[src/rtl/debounce_meter_pkg.sv]
// Shared widths, saturation limit and debounce FSM states for debounce_meter.
// No logic; no latency; no backpressure.
package debounce_meter_pkg;

    localparam int COUNT_W = 32;
    localparam logic [COUNT_W-1:0] COUNT_MAX = 32'hFFFF_FFFF;

    typedef enum logic [1:0] {
        LOW,
        LOW_CHK,
        HIGH,
        HIGH_CHK
    } state_t;

endpackage

[src/rtl/debounce_meter_sync.sv]
// Two-flop synchroniser for one asynchronous pin, synchronous active-high reset.
// Latency 2 cycles; no backpressure.
module debounce_meter_sync (
    input  logic clock,
    input  logic reset,
    input  logic pin,
    output logic sync
);

    logic meta;

    always_ff @(posedge clock) begin
        if (reset) begin
            meta <= 1'b0;
            sync <= 1'b0;
        end else begin
            meta <= pin;
            sync <= meta;
        end
    end

endmodule

[src/rtl/debounce_meter.sv]
// Debounces a pin into level/rise/fall and measures pulse high-time (and rise-to-rise period with DEBOUNCE_METER_PERIOD_EN).
// Latency 2+STABLE_CYCLES cycles pin-to-strobe; no backpressure, strobes are single-cycle and must be consumed when seen.
module debounce_meter
    import debounce_meter_pkg::*;
#(
    parameter logic [COUNT_W-1:0] STABLE_CYCLES = 32'd600000
) (
    input  logic               clock,
    input  logic               reset,
    input  logic               pin,
    output logic               level,
    output logic               rise,
    output logic               fall,
    output logic [COUNT_W-1:0] width,
    output logic               width_valid,
`ifdef DEBOUNCE_METER_PERIOD_EN
    output logic [COUNT_W-1:0] period,
    output logic               period_valid,
`endif
    output logic               saturated
);

    logic               sync;
    state_t             state;
    logic [COUNT_W-1:0] stable_cnt;
    logic               go_high;
    logic               go_low;
    logic [COUNT_W-1:0] width_cnt;
    logic               width_hit;
    logic               period_hit;

    debounce_meter_sync u_sync (
        .clock (clock),
        .reset (reset),
        .pin   (pin),
        .sync  (sync)
    );

    // stable_cnt holds samples already seen; the current sample makes it +1,
    // so STABLE_CYCLES=1 switches straight from LOW/HIGH.
    always_comb begin
        go_high = 1'b0;
        go_low  = 1'b0;
        case (state)
            LOW:      go_high = sync  && (STABLE_CYCLES == 32'd1);
            LOW_CHK:  go_high = sync  && (stable_cnt == STABLE_CYCLES - 32'd1);
            HIGH:     go_low  = !sync && (STABLE_CYCLES == 32'd1);
            HIGH_CHK: go_low  = !sync && (stable_cnt == STABLE_CYCLES - 32'd1);
            default: ;
        endcase
    end

    always_ff @(posedge clock) begin
        if (reset) begin
            state      <= LOW;
            level      <= 1'b0;
            rise       <= 1'b0;
            fall       <= 1'b0;
            stable_cnt <= '0;
        end else begin
            rise <= go_high;
            fall <= go_low;
            case (state)
                LOW: begin
                    if (go_high) begin
                        state <= HIGH;
                        level <= 1'b1;
                    end else if (sync) begin
                        state      <= LOW_CHK;
                        stable_cnt <= 32'd1;
                    end
                end
                LOW_CHK: begin
                    if (!sync) begin
                        state <= LOW;
                    end else if (go_high) begin
                        state <= HIGH;
                        level <= 1'b1;
                    end else begin
                        stable_cnt <= stable_cnt + 32'd1;
                    end
                end
                HIGH: begin
                    if (go_low) begin
                        state <= LOW;
                        level <= 1'b0;
                    end else if (!sync) begin
                        state      <= HIGH_CHK;
                        stable_cnt <= 32'd1;
                    end
                end
                HIGH_CHK: begin
                    if (sync) begin
                        state <= HIGH;
                    end else if (go_low) begin
                        state <= LOW;
                        level <= 1'b0;
                    end else begin
                        stable_cnt <= stable_cnt + 32'd1;
                    end
                end
                default: state <= LOW;
            endcase
        end
    end

    // The fall cycle does not count: width_cnt already equals the high-time.
    assign width_hit = level && !go_low && (width_cnt == COUNT_MAX - 32'd1);

    always_ff @(posedge clock) begin
        if (reset) begin
            width_cnt   <= '0;
            width       <= '0;
            width_valid <= 1'b0;
        end else begin
            width_valid <= go_low;
            if (go_high) begin
                width_cnt <= 32'd1;
            end else if (level && !go_low && width_cnt != COUNT_MAX) begin
                width_cnt <= width_cnt + 32'd1;
            end
            if (go_low) begin
                width <= width_cnt;
            end
        end
    end

`ifdef DEBOUNCE_METER_PERIOD_EN
    logic [COUNT_W-1:0] period_cnt;
    logic               period_run;

    assign period_hit = period_run && !go_high && (period_cnt == COUNT_MAX - 32'd1);

    // The first rise after reset only arms the counter.
    always_ff @(posedge clock) begin
        if (reset) begin
            period_cnt   <= '0;
            period_run   <= 1'b0;
            period       <= '0;
            period_valid <= 1'b0;
        end else begin
            period_valid <= go_high && period_run;
            if (go_high) begin
                if (period_run) begin
                    period <= period_cnt;
                end
                period_cnt <= 32'd1;
                period_run <= 1'b1;
            end else if (period_run && period_cnt != COUNT_MAX) begin
                period_cnt <= period_cnt + 32'd1;
            end
        end
    end
`else
    assign period_hit = 1'b0;
`endif

    always_ff @(posedge clock) begin
        if (reset) begin
            saturated <= 1'b0;
        end else if (width_hit || period_hit) begin
            saturated <= 1'b1;
        end
    end

endmodule

[config.mk]
export PLATFORM = sky130hd
export DESIGN_NAME = debounce_meter
export DESIGN_NICKNAME = d
export VERILOG_FILES = /design/src/rtl/debounce_meter_pkg.sv /design/src/rtl/debounce_meter_sync.sv /design/src/rtl/debounce_meter.sv
export SDC_FILE = /design/constraint.sdc
export NUM_CORES = 1
export LEC_CHECK = 0
export CAP_MARGIN = 25
export CORE_MARGIN = 2
export CORE_UTILIZATION = 40
export DETAILED_ROUTE_END_ITERATION = 10
export PLACE_DENSITY = 0.7
export REMOVE_ABC_BUFFERS = 1
export SYNTH_ARGS = -nofsm -noshare
export SYNTH_HDL_FRONTEND = slang
export SYNTH_SLANG_ARGS = --single-unit
[constraint.sdc]
create_clock -name clock -period 5.19 [get_ports clock]
set_input_delay 1.2975 -clock clock [delete_from_list [all_inputs] [get_ports clock]]
set_output_delay 1.2975 -clock clock [all_outputs]
set_load 0.01 [all_outputs]
==> out/qor.txt, run 1 <==
==============================================================================
Status .......................................................... complete, no violations
Library cell with the highest instance count after synthesis .... sky130_fd_sc_hd__dfxtp_1
Crit path DAT ...................................................      3.40 ns
Critical path data required time ................................      5.38 ns
Horizontal die dimension ........................................       119 um
Fin nets ........................................................          627
Global-route wire length before repair ..........................      20.8 mm
Wire per inst ...................................................      15.2 um
Slew margin rel. ................................................        0.337
Number of buffers created by CTS ................................            9
Startpoint-to-endpoint class of the critical path ...............    in -> reg
Number of setup buffers added after CTS .........................            0
DIE AREA ........................................................ 0.0142 sq mm
Routed vias/inst ................................................         5.94
Number of maximum-capacitance constraint violations .............            0
Resize count post-CTS ...........................................            0
Filler cell count in the final layout ...........................         1246
Antenna-violating nets left .....................................            0
Leakage component of the power ..................................      1.71 nW
Length of the first detailed-routing pass in iterations .........            5
Clock network power share .......................................        0.440
Share of power burned in registers ..............................        0.525
Ratio of total power to cell area ...............................  259 mW/mm^2
Prevailing post-synth register cell ............................. sky130_fd_sc_hd__dfxtp_1
Placeable core region ........................................... 0.0131 sq mm
Power dissipated by switching net loads .........................   0.000359 W
Summed instance area of the synthesized netlist ................. 0.00531 sq mm
Area share of the largest cell type after synthesis .............        0.392
Portion of the post-synthesis area used by sequential elements ..        0.392
Drc violations ..................................................            0
Clock tree from TritonCTS .......................................          yes
CTS clock-pin slew for the worst setup and hold paths ...........      0.07 ns
Flop and latch count out of synthesis ...........................          104
Category of the worst setup path launch point ................... primary input
Cell at the root of the clock tree .............................. sky130_fd_sc_hd__clkbuf_16
Synthesized area per cell .......................................   8.70 sq um
Synth cell types ................................................           64
I/O Buffers .....................................................           39
Cell internal pwr ...............................................    0.00120 W
Detailed placement HPWL .........................................      8.29 mm
Aggregate global-route resource usage ...........................        0.175
Height of the die ...............................................       119 um
Area growth from synthesis to final layout ......................        13.3%
Bufs on Longest Clock Path ......................................            2
Maximum number of pins on one net before global-route repair ....           79
Clock Skews .....................................................   0.00758 ns
Synth top cells by count ........................................ sky130_fd_sc_hd__dfxtp_1 (104), sky130_fd_sc_hd__nand2_1 (92), sky130_fd_sc_hd__a21oi_1 (53), sky130_fd_sc_hd__or4_1 (34), sky130_fd_sc_hd__o31ai_1 (31)
Number of hold buffers added after CTS ..........................            0
Post-Route Setup TNS ............................................         0 ns
Placement row count .............................................           42
Maximum ir drop on the vdd rail .................................     0.172 mV
Latest clock arrival within the worst-skew pair .................      0.35 ns
Via Count .......................................................         4755
Period Utilization, post-route ..................................        0.618
Number of H-tree levels .........................................            3
Cell type contributing the most total cell area after synthesis . sky130_fd_sc_hd__dfxtp_1
Effective utilization at floorplan ..............................        0.406
RSZ-0062 raised after global routing ............................           no
CP max FO .......................................................           47
Antenna violations before repair ................................            0
Worst Setup End Kind ............................................         flop
Hold WC Path Type ...............................................   reg -> reg
Worst slew pin tran .............................................     0.991 ns
Max frequency ...................................................    0.312 GHz
Via count of the first global-routing pass ......................         4406
Post-route total power ..........................................    0.00155 W
Number of sinks handled by clock tree synthesis .................          104
Final count of pins violating max slew ..........................            0
Global placement routability congestion .........................        0.898
Total gr overflow ...............................................            0
Proportion of layout cells with a drive suffix above 1 ..........       0.0960
Switching share of total power ..................................        0.231
Cells taking the most area after synthesis ...................... sky130_fd_sc_hd__dfxtp_1 (39%), sky130_fd_sc_hd__nand2_1 (6.5%), sky130_fd_sc_hd__a21oi_1 (5.0%)
Count of pins on the block boundary .............................           40
Final WL ........................................................      12.1 mm
Antenna diode count .............................................            0
Final hold viol count ...........................................            0
Count of synthesis-stage warnings from yosys ....................            0
Async S/R FF share, synth .......................................            0
Synth Instances .................................................          610
Share of power burned in combinational logic ....................        0.035
Number of flops mapped to enable cells by yosys .................            0
Setup violations, final .........................................            0
Fin crit period .................................................      3.21 ns
Iteration-0 DRC Markers .........................................          302
==============================================================================
[layout make-up]
class / instances / area (sq um) / share of cell area
inverters: 13 / 48.8 / 0.00811
clock buffers: 10 / 229 / 0.0381
flip-flops and latches: 104 / 2080 / 0.346
clock inverters: 5 / 63.8 / 0.0106
multi-input cells: 450 / 2950 / 0.490
repair buffers: 43 / 423 / 0.0703
well taps: 176 / 220 / 0.0366
[state kept, by name (all words and copies together) (netlist names), named ones only]
signal	cells
level	1
rise	1
saturated	1
stable_cnt	32
state	1
u_sync.meta	1
u_sync.sync	1
width	32
width_cnt	32
width_valid	1
[worst max-delay path: stages]
cell,delay (ns)
sky130_fd_sc_hd__buf_2,0.67
sky130_fd_sc_hd__clkinv_1,0.73
sky130_fd_sc_hd__o21ai_4,0.60
sky130_fd_sc_hd__a21oi_1,0.07
[kinds of logic after synthesis]
group / Yosys count / synth area share
muxes: 7 / 0.0132
DFF: 104 / 0.392
buffers and inverters: 56 / 0.0545
AOI/OAI and AO/OA: 165 / 0.222
xor gates and xnor gates: 6 / 0.0113
adders and majority gates: 3 / 0.00707
and+or+nand+nor: 269 / 0.300
[per-stage QoR]
stage / area [sq um] / utilization / setup WS [ns] / cells / hold slack, ns
after detailed placement: 5710 / 0.437 / 1.58 / 785 / 0.437
final: 6010 / 0.460 / 1.98 / 801 / 0.444
after floorplan: 5070 / - / 1.86 / 567 / 0.414
after CTS: 6010 / 0.459 / 1.97 / 800 / 0.453
after global routing: 6010 / 0.460 / 1.68 / 801 / 0.463
after global placement: 5700 / 0.436 / 1.69 / 784 / 0.437
[path summary, 6_finish.rpt]
| kind | slack (ns) | from | depth (start not counted) | endpoint |
|---|---|---|---|---|
| worst max-delay path | 1.98 | reset | 4 | width_cnt[2] |
| worst min-delay path | 0.44 | u_sync.meta | 1 | u_sync.sync |
| worst max register to register | 2.39 | stable_cnt[21] | 5 | width_cnt[2] |
| worst min register to register | 0.44 | u_sync.meta | 1 | u_sync.sync |
[power groups by stage]
| stage | clock network [W] | registers, W | logic, W |
|---|---|---|---|
| after detailed placement | 0 | 0.000834 | 0.0000544 |
| final | 0.000684 | 0.000816 | 0.0000547 |
| after global routing | 0.000729 | 0.000818 | 0.0000618 |
| after CTS | 0.000698 | 0.000816 | 0.0000544 |
| after floorplan | 0 | 0.000831 | 0.0000330 |
| after global placement | 0 | 0.000834 | 0.0000512 |
[layout by cell type, fill, tap and decap left out, types with 9 or more instances in the layout]
| cell type | instances |
|---|---|
| sky130_fd_sc_hd__a21oi_1 | 53 |
| sky130_fd_sc_hd__a21oi_2 | 19 |
| sky130_fd_sc_hd__clkbuf_16 | 9 |
| sky130_fd_sc_hd__clkdlybuf4s50_1 | 38 |
| sky130_fd_sc_hd__dfxtp_1 | 104 |
| sky130_fd_sc_hd__inv_1 | 12 |
| sky130_fd_sc_hd__nand2_1 | 92 |
| sky130_fd_sc_hd__nand3_1 | 28 |
| sky130_fd_sc_hd__nand4_1 | 25 |
| sky130_fd_sc_hd__nor2_1 | 16 |
| sky130_fd_sc_hd__o211ai_1 | 15 |
| sky130_fd_sc_hd__o31ai_1 | 31 |
| sky130_fd_sc_hd__or3_1 | 11 |
| sky130_fd_sc_hd__or4_1 | 34 |
[routing by layer]
layer,vias to the layer above,global-route usage,part of all wire
met2,123,0.292,0.49
li1,2345,-,-
met3,33,0.0340,0.043
met1,2254,0.219,0.44
met4,0,0.0759,0.026
met5,-,0,0
(Power assumes the default switching activity.)
==> inputs of run 2 (changes only) <==
==> constraint.sdc (replaced) <==
create_clock -name clock -period 3.4 [get_ports clock]
set_input_delay 0.85 -clock clock [delete_from_list [all_inputs] [get_ports clock]]
set_output_delay 0.85 -clock clock [all_outputs]
set_load 0.01 [all_outputs]
==> run 2 against run 1 <==
Design area rose by 0.44%. Die area did not move. Sequential power up 52%. Wire length is 4.5% higher. Combinational power increased by 81%. Largest cell class unchanged.
==> out/qor.txt, run 2 (same netlist as run 1, synthesis figures left out) <==
===========================================================================
Status ....................................................... complete, no violations
Clock network power share ....................................        0.430
DIE AREA ..................................................... 0.0142 sq mm
Top Family by Delay on Critical Path ......................... simple AND/OR/NAND/NOR gates
Effective utilization at floorplan ...........................        0.406
Global placement routability congestion ......................        0.855
Final hold viol count ........................................            0
Source of the worst register-to-register timing path ......... stable_cnt[21]
Worst hold slack .............................................     0.450 ns
Post-route total power .......................................    0.00234 W
Detailed placement HPWL ......................................      8.57 mm
Leakage component of the power ...............................      1.73 nW
Final core utilization .......................................        0.462
Commonest cells after routing, fill and taps aside ........... sky130_fd_sc_hd__dfxtp_1 (104), sky130_fd_sc_hd__nand2_1 (92), sky130_fd_sc_hd__a21oi_1 (53), sky130_fd_sc_hd__clkdlybuf4s50_1 (38), sky130_fd_sc_hd__or4_1 (34)
Placement row count ..........................................           42
Drc violations ...............................................            0
Final count of pins violating max slew .......................            0
Horizontal die dimension .....................................       119 um
Number of H-tree levels ......................................            3
Cell internal pwr ............................................    0.00178 W
Bufs on Longest Clock Path ...................................            2
Source of the worst hold timing path .........................    width[13]
Worst Setup End Kind .........................................         flop
Fin nets .....................................................          632
Slowest stage delay, CP ......................................      0.87 ns
Global-route wire length before repair .......................      21.2 mm
Antenna violations before repair .............................            0
Length of the first detailed-routing pass in iterations ......            5
Aggregate global-route resource usage ........................        0.180
I/O Buffers ..................................................           39
Total gr overflow ............................................            0
Post-route worst setup slack .................................     0.797 ns
Antenna-violating nets left ..................................            0
Setup violations, final ......................................            0
Max frequency ................................................    0.384 GHz
Via Count ....................................................         4806
Share of power burned in combinational logic .................        0.042
Ordered list of cells on the worst path ...................... nor4_2, nand3_2, or4_1, buf_4, a31oi_1, nor2_1
Number of hold buffers added after CTS .......................            0
Worst slew pin tran ..........................................     0.796 ns
Critical path data required time .............................      3.63 ns
Via count of the first global-routing pass ...................         4533
Slew margin rel. .............................................        0.469
Resize count post-CTS ........................................            0
Timing startpoint of the critical path ....................... stable_cnt[21]
Clock tree from TritonCTS ....................................          yes
Wire per inst ................................................      15.7 um
Post-Route Setup TNS .........................................         0 ns
Share of power burned in registers ...........................        0.528
Power dissipated by switching net loads ......................   0.000563 W
Crit path DAT ................................................      2.83 ns
Number of sinks handled by clock tree synthesis ..............          104
Registers with the most flip-flops ........................... stable_cnt x32, width x32, width_cnt x32
CP max FO ....................................................           20
Clock Skews ..................................................   0.00971 ns
Most common cell after layout, fill and taps aside ........... sky130_fd_sc_hd__dfxtp_1
Setup Slack @ Placement ......................................     0.886 ns
Number of buffers created by CTS .............................            9
Number of setup buffers added after CTS ......................            0
CTS clock-pin slew for the worst setup and hold paths ........      0.08 ns
Cell at the root of the clock tree ........................... sky130_fd_sc_hd__clkbuf_16
Category of the worst setup path launch point ................         flop
Placeable core region ........................................ 0.0131 sq mm
Ratio of total power to cell area ............................  388 mW/mm^2
Count of pins on the block boundary ..........................           40
Maximum number of pins on one net before global-route repair .           83
Hold WC Path Type ............................................   reg -> reg
Latest clock arrival within the worst-skew pair ..............      0.35 ns
Switching share of total power ...............................        0.240
Antenna diode count ..........................................            0
RSZ-0062 raised after global routing .........................           no
CP bufs+invs .................................................            1
Iteration-0 DRC Markers ......................................          247
Area growth from synthesis to final layout ...................        13.8%
Height of the die ............................................       119 um
Proportion of layout cells with a drive suffix above 1 .......        0.106
Number of maximum-capacitance constraint violations ..........            0
Slowest-stage cell, CP ....................................... sky130_fd_sc_hd__or4_1
Final WL .....................................................      12.7 mm
Maximum ir drop on the vdd rail ..............................     0.243 mV
Routed vias/inst .............................................         5.96
Period Utilization, post-route ...............................        0.765
Startpoint-to-endpoint class of the critical path ............   reg -> reg
Fin crit period ..............................................      2.60 ns
===========================================================================
[run 2: changes by cell type in the layout (fill, tap and decap cells not counted), sizes merged]
cell and change:
clkinv +2, bufinv -1, buf +5
[run 2: layout make-up]
class	instances	area, sq um
repair buffers	48	453
well taps	176	220
fillers	1207	7040
multi-input cells	450	2950
clock buffers	10	239
flip-flops and latches	104	2080
clock inverters	6	50.0
inverters	13	48.8
[run 2: through the flow]
stage               cells  cell area [sq um]
floorplan             567               5070
global placement      791               5750
detailed placement    791               5750
CTS                   807               6040
global route          807               6040
finish                807               6040
[run 2: worst paths after layout]
kind | slack, ns | end | depth (start not counted)
hold reg to reg | 0.45 | width[13] | 2
hold / removal | 0.45 | width[13] | 2
setup reg to reg | 0.80 | saturated | 6
setup / recovery | 0.80 | saturated | 6
[run 2: power groups by stage]
stage | clock network, W | registers (W) | logic (W)
4_1_cts | 0.00103 | 0.00124 | 0.0000984
2_1_floorplan | 0 | 0.00127 | 0.0000504
6_report | 0.00101 | 0.00124 | 0.0000991
3_5_place_dp | 0 | 0.00127 | 0.0000981
5_1_grt | 0.00108 | 0.00124 | 0.000109
3_3_place_gp | 0 | 0.00126 | 0.0000953
[run 2: tightest hold or removal path, delay by kind of cell, from the launching register on]
family | cells | cell delay [ns]
simple gates | 1 | 0.05
compound gates | 1 | 0.05
flops | 1 | 0.31
[run 2: layer usage]
layer	global-route usage	share of wire	vias up
met5	0	0	-
met4	0.0692	0.018	0
met3	0.0316	0.040	21
met2	0.318	0.50	113
met1	0.218	0.44	2320
li1	-	-	2352
==> inputs of run 3 (changes only) <==
--- a/config.mk
+++ b/config.mk
@@ -9,7 +9,7 @@
 export CORE_MARGIN = 2
 export CORE_UTILIZATION = 40
 export DETAILED_ROUTE_END_ITERATION = 10
-export PLACE_DENSITY = 0.7
+export PLACE_DENSITY = 0.72
 export REMOVE_ABC_BUFFERS = 1
 export SYNTH_ARGS = -nofsm -noshare
 export SYNTH_HDL_FRONTEND = slang
==> constraint.sdc (replaced) <==
create_clock -name clock -period 2.2 [get_ports clock]
set_input_delay 0.55 -clock clock [delete_from_list [all_inputs] [get_ports clock]]
set_output_delay 0.55 -clock clock [all_outputs]
set_load 0.01 [all_outputs]
==> run 3 against run 2 <==
Clock power rose by 56%. Largest cell class unchanged. Sequential power up 53%. Wire length increased by 4.3%. Combinational power up 97%. Fmax up 23%. Power grew 57%. Worst hold slack got worse by 0.014 ns. Die area did not move. Cell count increased by 6.1%. Global-route usage up 0.55 points.
==> out/qor.txt, run 3 (same netlist as run 1, synthesis figures left out) <==
===========================================================================
Registers with the most flip-flops ........................... stable_cnt x32, width x32, width_cnt x32
Total gr overflow ............................................            0
Global-route wire length before repair .......................      21.8 mm
Height of the die ............................................       119 um
Ordered list of cells on the worst path ...................... nand4_1, or4b_1, or3_1, and4_1, a221o_1
Slowest stage delay, CP ......................................      0.53 ns
M1 wire length ...............................................      5.80 mm
WL met3 ......................................................       570 um
Placeable core region ........................................ 0.0131 sq mm
Commonest cells after routing, fill and taps aside ........... sky130_fd_sc_hd__dfxtp_1 (94), sky130_fd_sc_hd__nand2_1 (91), sky130_fd_sc_hd__a21oi_1 (53), sky130_fd_sc_hd__buf_4 (52), sky130_fd_sc_hd__clkdlybuf4s50_1 (38)
Latest clock arrival within the worst-skew pair ..............      0.35 ns
CTS clock-pin slew for the worst setup and hold paths ........      0.07 ns
Post-route total power .......................................    0.00368 W
Met2 wire len ................................................      6.74 mm
Iteration-0 DRC Markers ......................................          348
Count of pins on the block boundary ..........................           40
Wire per inst ................................................      15.5 um
Clock Skews ..................................................   0.00898 ns
Length of the first detailed-routing pass in iterations ......            5
Antenna violations before repair .............................            0
Top Family by Delay on Critical Path ......................... simple AND/OR/NAND/NOR gates
Final hold viol count ........................................            0
Clock tree from TritonCTS ....................................          yes
Maximum ir drop on the vdd rail ..............................     0.405 mV
DIE AREA ..................................................... 0.0142 sq mm
Global placement routability congestion ......................        0.922
Cell at the root of the clock tree ........................... sky130_fd_sc_hd__clkbuf_16
Leakage component of the power ...............................      2.04 nW
Drc violations ...............................................            0
Critical path data required time .............................      2.43 ns
Proportion of layout cells with a drive suffix above 1 .......        0.190
Slowest-stage cell, CP ....................................... sky130_fd_sc_hd__or4b_1
Category of the worst setup path launch point ................         flop
Number of H-tree levels ......................................            3
CP max FO ....................................................            5
Number of placed instances, taps included ....................          835
Setup violations, final ......................................            0
Max frequency ................................................    0.473 GHz
Maximum number of pins on one net before global-route repair .           83
Number of sinks handled by clock tree synthesis ..............          104
Worst hold slack .............................................     0.436 ns
Worst slew pin tran ..........................................     0.529 ns
Placement row count ..........................................           42
Hold WC Path Type ............................................   reg -> reg
Non-filler cells, final ......................................          856
Via Count ....................................................         4903
Startpoint-to-endpoint class of the critical path ............   reg -> reg
Slew margin rel. .............................................        0.647
Post-Route Setup TNS .........................................         0 ns
Fin crit period ..............................................      2.11 ns
Ratio of total power to cell area ............................  563 mW/mm^2
Final WL .....................................................      13.2 mm
Fin nets .....................................................          680
Number of buffers created by CTS .............................            9
Detailed placement HPWL ......................................      8.99 mm
Via count of the first global-routing pass ...................         4624
Filler cell count in the final layout ........................         1220
Antenna-violating nets left ..................................            0
Period Utilization, post-route ...............................        0.961
RSZ-0062 raised after global routing .........................          yes
Most common cell after layout, fill and taps aside ........... sky130_fd_sc_hd__dfxtp_1
Number of maximum-capacitance constraint violations ..........            0
Routed vias/inst .............................................         5.73
Area growth from synthesis to final layout ...................        23.0%
Effective utilization at floorplan ...........................        0.406
Final count of pins violating max slew .......................            0
Uppermost layer routed .......................................         met4
Status ....................................................... complete, no violations
I/O Buffers ..................................................           39
Horizontal die dimension .....................................       119 um
CP bufs+invs .................................................            0
Worst Setup End Kind .........................................         flop
Aggregate global-route resource usage ........................        0.186
Crit path DAT ................................................      2.35 ns
Bufs on Longest Clock Path ...................................            2
===========================================================================
## run 3: worst paths after layout
| kind | end | cells after the start | start | slack, ns |
|---|---|---|---|---|
| setup / recovery | stable_cnt[25] | 5 | stable_cnt[19] | 0.09 |
| hold / removal | u_sync.sync | 1 | u_sync.meta | 0.44 |
| setup reg to reg | stable_cnt[25] | 5 | stable_cnt[19] | 0.09 |
| hold reg to reg | u_sync.sync | 1 | u_sync.meta | 0.44 |
## run 3: per-layer routing
layer  up-vias  track usage
met2       116        0.322
met4         0       0.0580
li1       2448            -
met3         9       0.0450
met5         -            0
met1      2330        0.227
## run 3: final cells by class
| class | count | area, sq um | share of cell area |
|---|---|---|---|
| inverters | 13 | 48.8 | 0.00747 |
| repair buffers | 96 | 872 | 0.134 |
| clock inverters | 5 | 56.3 | 0.00862 |
| well taps | 176 | 220 | 0.0337 |
| clock buffers | 11 | 233 | 0.0356 |
| diodes | 1 | 2.50 | 0.000383 |
| flip-flops and latches | 104 | 2090 | 0.321 |
| multi-input cells | 450 | 3000 | 0.460 |
## run 3: metrics by stage
stage                     setup slack [ns]   util  area, sq um
after global placement             0.00828  0.468         6120
after detailed placement          0.000639  0.468         6120
after floorplan                      -1.13      -         5070
final                               0.0862  0.499         6530
after global routing               -0.0175  0.499         6530
after CTS                           0.0522  0.490         6410
## run 3: power by group
part | internal [W] | switching, W
combinational | 0.0000688 | 0.000126
sequential | 0.00189 | 0.00000646
clock | 0.000883 | 0.000701
## run 3: worst register-to-register path, cell delays in order (launching register included)
cell	delay, ns
sky130_fd_sc_hd__dfxtp_1	0.40
sky130_fd_sc_hd__nand4_1	0.23
sky130_fd_sc_hd__or4b_1	0.53
sky130_fd_sc_hd__or3_1	0.37
sky130_fd_sc_hd__and4_1	0.22
sky130_fd_sc_hd__a221o_1	0.25
## run 3: timing repair
action / in CTS / in global routing
resized for setup: 1 / 23
hold buffers: 0 / 0
gates cloned: 0 / 2
pin swaps: 0 / 3
setup buffers: 0 / 2
hold endpoints to repair: 0 / 0
endpoints found under the setup margin: 3 / 48
==> edit (settings of run 3) <==
The package constant `COUNT_W` goes from 32 to 48.
--- a/src/rtl/debounce_meter_pkg.sv
+++ b/src/rtl/debounce_meter_pkg.sv
@@ -2,7 +2,7 @@
 // No logic; no latency; no backpressure.
 package debounce_meter_pkg;
 
-    localparam int COUNT_W = 32;
+    localparam int COUNT_W = 48;
     localparam logic [COUNT_W-1:0] COUNT_MAX = 32'hFFFF_FFFF;
 
     typedef enum logic [1:0] {
Ports: changed (resized width); port bits go from 40 to 56. No check against the original RTL was run, so the function may have changed too.
==> edit against run 3 <==
The flow now finishes with violations (negative setup slack); cell area rose by 54%; sequential share of layout area shrank 1.7 points; global-route usage grew 1.4 points; non-clock buffer count up 112; synthesized area is 36% higher; power grew 58%; sequential cell count is 48 higher; setup slack got worse by 100 ps; wire length increased by 55%; critical path type unchanged; critical endpoint is now width_cnt[41].
==> edit: results (changes against run 3) <==
metric,value,unit,change
status,"complete, but fails checks",,
failing checks,negative setup slack,,
global-route wire length before repair,31900,um,+46%
Compound-Gate Fraction of Synth Area,0.165,,-0.0569
Setup WS post-layout,-14.1,ps,-100 ps
"Seq/Total Area, Yosys",0.422,,+0.0297
WL final,20600,um,+55%
Inst Count DP,1231,,+47%
post-synth cell types,67,,+4.7%
Area after DPL,0.00888,mm2,+45%
top post-synthesis cells by count,"dfxtp_1, nand2_1, a21oi_1",,
clk_skew,13.7,ps,+4.68 ps
post-synthesis xor/xnor area fraction,0.0279,,+0.0166
GRT Util Overall,0.200,,+0.0143
Num CTS Buffers,17,,+8
Avg WL per Cell,16.1,um,+4.0%
vias in the first global route,6579,,+42%
share of cells above drive strength 1,0.249,,+0.0586
routability cong.,0.883,,-4.2%
worst relative slew slack,0.581,,-0.0663
First DRT Iteration DRCs,815,,+130%
number of setup violations in the final report,4,,+4
synth top area cells,"dfxtp_1, nand2_1, a21oi_1",,
Worst path slowest cell,dfxtp_1,,
FF-to-FF End,width_cnt[41],,
peak supply drop,0.468,mV,+16%
H-tree depth,4,,+1
Ant. Diodes,0,,-1
worst-skew pair later-pin latency,430,ps,+80 ps
arrival time worst endpoint,2590,ps,+240 ps
Port Buffers,55,,+41%
dpl ws,-186,ps,-187 ps
HPWL Detailed,13000,um,+44%
hold path startpoint,u_sync.meta,,
leak pwr,3.54,nW,+73%
R2R cell count,7,,+2
"Net count, final",1043,,+53%
mux cell area share after synthesis,0.00555,,-0.00765
Vias/cell,5.70,,-0.45%
Mapped Avg Cell Area,8.38,um2,-3.7%
crit-path max cell delay,350,ps,-180 ps
[edit: area by class of cell]
cell class,instances,area (um2),area share
multi-input combinational,650,4120,0.410
sequential,152,3050,0.304
timing repair buffer,208,1960,0.195
clock buffer,17,425,0.0423
tap,229,287,0.0285
clock inverter,15,174,0.0173
inverter,8,33.8,0.00336
[edit: timing repair]
item	in CTS	in global routing
buffers inserted	2	7
endpoints found under the hold margin	0	0
pin swaps	8	32
cloned	2	5
resized for setup	23	60
endpoints found under the setup margin	105	121
[edit: per-layer routing]
layer / vias to the layer above / track usage / routed length, um
li1: 3538 / - / -
met1: 3468 / 0.273 / 9070
met2: 242 / 0.319 / 9870
met3: 45 / 0.0430 / 1250
met4: 0 / 0.0628 / 383
met5: - / 0 / 0
[edit: worst max path at each step]
stage / startpoint / to / slack, ps
floorplan: stable_cnt[0] / width_cnt[43] / -910
global placement: stable_cnt[47] / width[34] / -80
detailed placement: stable_cnt[47] / width[34] / -190
CTS: stable_cnt[36] / width_cnt[0] / 0.1
global route: width_cnt[28] / width_cnt[41] / -110
finish: width_cnt[13] / width_cnt[41] / -10
[edit: report_power, final]
| part | internal, mW | switching [mW] |
|---|---|---|
| Combinational | 0.0486 | 0.0827 |
| Clock | 1.53 | 1.39 |
| Sequential | 2.75 | 0.00317 |
| Total | 4.33 | 1.47 |
[edit: stage by stage]
step	utilization	hold slack [ps]	setup TNS (ps)
global placement	0.498	433	-1770
CTS	0.541	445	0
detailed placement	0.498	428	-5160
floorplan	-	414	-66910
global route	0.563	471	-2680
finish	0.563	440	-25.2
[edit: kinds of logic after synthesis]
family	Yosys count
DFF	152
adders and majority gates	3
xor gates and xnor gates	23
and+or+nand+nor	426
buffers and inverters	61
AOI/OAI and AO/OA	192
muxes	4
[edit: worst reg2reg max path, stage by stage, from the launching register on]
cell	delay [ps]
dfxtp_1	350
and4_1	270
and3_2	280
nand4_1	250
buf_4	220
or2_2	300
or3_1	350
a21oi_1	140
